### src/rtl/tx_pkg.sv
// Shared constants for the TX recirculation / return routing blocks.
package tx_pkg;
    localparam int   DATA_W_DEF  = 32;
    localparam logic MODE_RETURN = 1'b0;
    localparam logic MODE_RECIR  = 1'b1;
endpackage

### src/rtl/recirc_ret_fifo.sv
// Single-lane show-ahead return FIFO; a push while full is accepted only when a pop frees a slot.
module recirc_ret_fifo #(
    parameter int DATA_W = 32,
    parameter int DEPTH  = 4,
    parameter int PTR_W  = $clog2(DEPTH)
) (
    input  logic              clk,
    input  logic              reset_L,
    input  logic              push,
    input  logic              pop,
    input  logic [DATA_W-1:0] din,
    output logic [DATA_W-1:0] head,
    output logic              valid,
    output logic              full,
    output logic              ovf
);
    logic [DATA_W-1:0] mem [DEPTH];
    logic [PTR_W-1:0]  wr_ptr, rd_ptr;
    logic [PTR_W:0]    count;
    logic              pop_ok, push_ok;

    assign valid   = (count != '0);
    assign full    = (count == (PTR_W+1)'(DEPTH));
    assign head    = valid ? mem[rd_ptr] : '0;
    // an empty FIFO ignores the pop, so push+pop on empty just stores the word
    assign pop_ok  = pop && valid;
    assign push_ok = push && (!full || pop_ok);
    assign ovf     = push && !push_ok;

    always_ff @(posedge clk) begin
        if (push_ok) mem[wr_ptr] <= din;
    end

    always_ff @(posedge clk or negedge reset_L) begin
        if (!reset_L) begin
            wr_ptr <= '0;
            rd_ptr <= '0;
            count  <= '0;
        end else begin
            if (push_ok) wr_ptr <= wr_ptr + PTR_W'(1);
            if (pop_ok)  rd_ptr <= rd_ptr + PTR_W'(1);
            case ({push_ok, pop_ok})
                2'b10:   count <= count + (PTR_W+1)'(1);
                2'b01:   count <= count - (PTR_W+1)'(1);
                default: count <= count;
            endcase
        end
    end
endmodule

### src/rtl/recirc_router_fifo.sv
// Steers lanes to registered recirculation outputs or per-lane return FIFOs;
// the mode only changes on all-idle cycles so a burst never splits.
module recirc_router_fifo
    import tx_pkg::*;
#(
    parameter int DATA_W = DATA_W_DEF,
    parameter int LANES  = 4,
    parameter int DEPTH  = 4,
    parameter int PTR_W  = $clog2(DEPTH)
) (
    input  logic                    clk,
    input  logic                    reset_L,
    input  logic                    active,
    input  logic [LANES-1:0]        valid_in,
    input  logic [LANES*DATA_W-1:0] data_in,
    output logic                    mode_q,
    output logic [LANES-1:0]        valid_out_recir,
    output logic [LANES*DATA_W-1:0] data_out_recir,
    input  logic [LANES-1:0]        ret_pop,
    output logic [LANES-1:0]        ret_valid,
    output logic [LANES*DATA_W-1:0] data_out_ret,
    output logic [LANES-1:0]        ret_full,
    output logic [LANES-1:0]        overflow
);
    logic [LANES-1:0][DATA_W-1:0] din_l, recir_q, head_l;
    logic [LANES-1:0]             push, ovf;

    assign din_l          = data_in;
    assign data_out_recir = recir_q;
    assign data_out_ret   = head_l;
    assign push           = (mode_q == MODE_RETURN) ? valid_in : '0;

    always_ff @(posedge clk or negedge reset_L) begin
        if (!reset_L) begin
            mode_q          <= MODE_RETURN;
            valid_out_recir <= '0;
            recir_q         <= '0;
            overflow        <= '0;
        end else begin
            if (valid_in == '0) mode_q <= active;
            // steering uses the pre-edge mode; idle lanes drive zero data
            for (int i = 0; i < LANES; i++) begin
                valid_out_recir[i] <= (mode_q == MODE_RECIR) && valid_in[i];
                recir_q[i]         <= ((mode_q == MODE_RECIR) && valid_in[i]) ? din_l[i] : '0;
            end
            overflow <= overflow | ovf;
        end
    end

    for (genvar g = 0; g < LANES; g++) begin : g_lane
        recirc_ret_fifo #(
            .DATA_W (DATA_W),
            .DEPTH  (DEPTH),
            .PTR_W  (PTR_W)
        ) u_fifo (
            .clk     (clk),
            .reset_L (reset_L),
            .push    (push[g]),
            .pop     (ret_pop[g]),
            .din     (din_l[g]),
            .head    (head_l[g]),
            .valid   (ret_valid[g]),
            .full    (ret_full[g]),
            .ovf     (ovf[g])
        );
    end
endmodule

### config.mk
export PLATFORM = sky130hd
export DESIGN_NAME = recirc_router_fifo
export DESIGN_NICKNAME = d
export VERILOG_FILES = /design/src/rtl/tx_pkg.sv /design/src/rtl/recirc_ret_fifo.sv /design/src/rtl/recirc_router_fifo.sv
export SDC_FILE = /design/constraint.sdc
export NUM_CORES = 1
export LEC_CHECK = 0
export CORE_MARGIN = 4
export CORE_UTILIZATION = 50
export CTS_CLUSTER_DIAMETER = 50
export DETAILED_ROUTE_END_ITERATION = 10
export HOLD_SLACK_MARGIN = 0.15
export PLACE_DENSITY = 0.77
export SLEW_MARGIN = 15
export SYNTH_ARGS = -nofsm -noshare
export SYNTH_HDL_FRONTEND = slang
export SYNTH_SLANG_ARGS = --single-unit
### constraint.sdc
create_clock -name clk -period 2.75 [get_ports clk]
set_clock_uncertainty 0.1 [all_clocks]
set_input_delay 0.55 -clock clk [delete_from_list [all_inputs] [get_ports clk]]
set_output_delay 0.55 -clock clk [all_outputs]
set_load 0.03 [all_outputs]
==> results.toml <==
[place]
place_area_mm2 = 0.0308
port_buffers = 411
place_hpwl_um = 38200
place.gp.congestion = 0.752
place_inst = 2364

[yosys]
synth-compound-area-share_pct = 0.235
syn-num-nets = 1454
synth_top_family_by_area = "multiplexers"
syn_area_mm2 = 0.0256
yosysSeqAreaShare_pct = 76.2
syn_inst = 1291
synth-adder-area-share_pct = 1.29
synth.distinct_cells = 31
synth-xor-area-share_pct = 0.821
synth-edff-count = 512
ys.flop_type = "edfxtp_1"
postSynthAreaPerCell_um2 = 19.8
synthMuxAreaShare_pct = 11.6
async_reset_ff_share_pct = 24.4
synthSimpleGateAreaFrac_pct = 7.49
ys_ff_latch = 677
yosysWarningCount = 0

[final_layout]
final_cell_area_mm2 = 0.0345
area_delta_synth_final_pct = 34.7
multiInputGateArea_mm2 = 0.00579
drive_above_1_share_pct = 33.4
seq_area_mm2 = 0.0195
final_common_cell = "edfxtp_1"
nNetsFinal = 1971
final_cells = 2540
n_fill_cell = 3094
final_cell_mix = "edfxtp_1 (512), clkdlybuf4s50_1 (275), dfrtp_1 (160), buf_6 (130)"

[cts]
cts.sinks = 677
clkTransAtPathRegs_ps = 60
clock_path_buffers = 3
clk_latency_ps = 590
cts_tree = "yes"
cts_max_level = 3
clockRootBuffer = "clkbuf_16"
numCtsBuffers = 73

[run]
max-cap-violations = 0

[timing]
finalSetupViolCount = 27
fmaxAchievable_mhz = 356
hold_violations = 0
report.final.slew_viol_count = 0
finalCriticalPeriod_ps = 2810
rsz0062_at_grt = "yes"
fin_hold_ws_ps = 383
tns_ps = -632
maxSlewHeadroom_pct = 61.0
timing.final.ws_setup_ps = -62.0
min_period_over_period_pct = 102
tightest_slew_ps = 585

[detailed_routing]
wl_per_cell_um = 24.2
ant_nets = 0
routed_wl_um = 61500
drt-pass1-iter-count = 5
drc = 0
vias = 13800
viasPerCell = 5.42
drt_iter0_drc = 1138

[floorplan]
die_w_um = 234
dieArea_mm2 = 0.0549
ios = 412
fp.coreArea_mm2 = 0.0504
die_h_um = 234
start_util_pct = 50.8
std_cell_rows = 82

[outcome]
status = "finished with violations"
violations = "negative setup slack"

[pwr]
power_density_mw_per_mm2 = 1170
p_leak_nw = 13.4
power_mw = 40.4
ir_drop_mv = 1.08

[critical_path]
reg2reg_slack_ps = 310
r2r_cells = 11
worst_r2r_startpoint = "g_lane[3].u_fifo.count[0]$_DFFE_PN0P_"
end_kind = "primary output"
reg2reg_to = "g_lane[3].u_fifo.count[2]$_DFFE_PN0P_"
cp.required_ps = 2100
critical_path_arrival_ps = 2160
cp-start-kind = "flop"
path_class = "reg -> out"
critPathMaxFanout = 10

[worst_hold_path]
min_from = "overflow[1]$_DFF_PN0_"
min_path_cells = 2
holdPathEnd = "overflow[1]$_DFF_PN0_"
hold_class = "reg -> reg"

[grt]
grt_max_degree = 61
grt_use_total_pct = 22.5
grt-ovfl-total = 0
grt_first_pass_wirelength_um = 92300
antenna_found_initial = 3
grt_pass1_vias = 14800
## cell usage after synthesis, types with 3 or more instances
master / n / share of area, %
and2_1: 148 / 3.6
and2_2: 4 / 0.12
and3_1: 128 / 3.1
buf_2: 13 / 0.25
buf_4: 9 / 0.26
buf_6: 16 / 0.70
clkbuf_1: 45 / 0.66
dfrtp_1: 165 / 16
edfxtp_1: 512 / 60
fa_1: 4 / 0.31
ha_1: 20 / 0.98
inv_1: 35 / 0.51
mux2_2: 4 / 0.18
mux4_2: 128 / 11
nand3_1: 7 / 0.14
nor2_1: 4 / 0.059
nor3_2: 3 / 0.12
nor4b_1: 3 / 0.10
o41ai_1: 3 / 0.10
or3_1: 4 / 0.098
xnor2_1: 12 / 0.41
xor2_1: 12 / 0.41
## final cells by class
type	instances	area share, %
well taps	672	2.44
clock buffers	112	6.35
repair buffers	525	16.8
multi-input cells	496	16.8
clock inverters	22	0.646
flip-flops and latches	677	56.6
inverters	35	0.381
diodes	1	0.00726
## cells by family (layout without fill, tap and decap cells)
family	Yosys count	count (layout)
multiplexers	135	135
flip-flops	677	677
buffers and inverters	118	694
other	0	1
adder cells (fa/ha/maj)	24	24
AO/OA/AOI/OAI	7	7
AND/OR/NAND/NOR	306	306
XOR/XNOR	24	24
## critical path: stages (launching register included)
cell	delay (ps)
dfrtp_2	450
buf_12	180
buf_6	120
mux4_2	510
and2_4	180
buf_6	130
## per-layer routing
layer  GRT usage (%)  wire length, um  vias to the layer above  share of wire [%]
met1            28.9            23400                     7216                 38
met5               0               27                        -              0.044
met4            6.46             1540                        4                2.5
met2            38.8            32600                      458                 53
met3            5.25             3810                      109                6.2
li1                -                -                     5984                  -
## report_power, final
group	internal, mW	switching [mW]	leakage (nW)
clock network	5.80	3.88	1.18
logic	8.81	8.83	5.37
registers	12.5	0.551	6.81
total	27.1	13.3	13.4
## repair_timing
action                                 in CTS  in global routing
pin swaps                                  47                 21
endpoints found under the hold margin      46                  0
cloned                                      8                  0
gates resized for setup                   513                 70
setup endpoints to repair                 130                126
setup buffers                              32                  6
hold buffers                                1                  0
## metrics by stage
stage / setup slack (ps) / utilization [%]
detailed placement: -21.1 / 61.2
floorplan: 490 / -
finish: -62.0 / 68.5
global route: -142 / 68.5
CTS: -161 / 68.4
global placement: 65.9 / 61.2
## how the worst max path moves through the flow
stage	start	end
floorplan	valid_in[1]	g_lane[1].u_fifo.mem[0][0]$_DFFE_PP_
global placement	ret_pop[1]	g_lane[1].u_fifo.count[2]$_DFFE_PN0P_
detailed placement	ret_pop[2]	g_lane[2].u_fifo.count[2]$_DFFE_PN0P_
CTS	g_lane[2].u_fifo.rd_ptr[0]$_DFFE_PN0P_	data_out_ret[79]
global route	g_lane[1].u_fifo.rd_ptr[0]$_DFFE_PN0P_	data_out_ret[50]
finish	g_lane[1].u_fifo.rd_ptr[0]$_DFFE_PN0P_	data_out_ret[35]
## registers in the layout (all words and copies together) (netlist names)
register	count
g_lane.u_fifo.wr_ptr	8
g_lane.u_fifo.mem	512
g_lane.u_fifo.rd_ptr	8
overflow	4
mode_q	1
data_out_recir	128
valid_out_recir	4
g_lane.u_fifo.count	12
No activity file was read; power rests on OpenSTA's default activity.
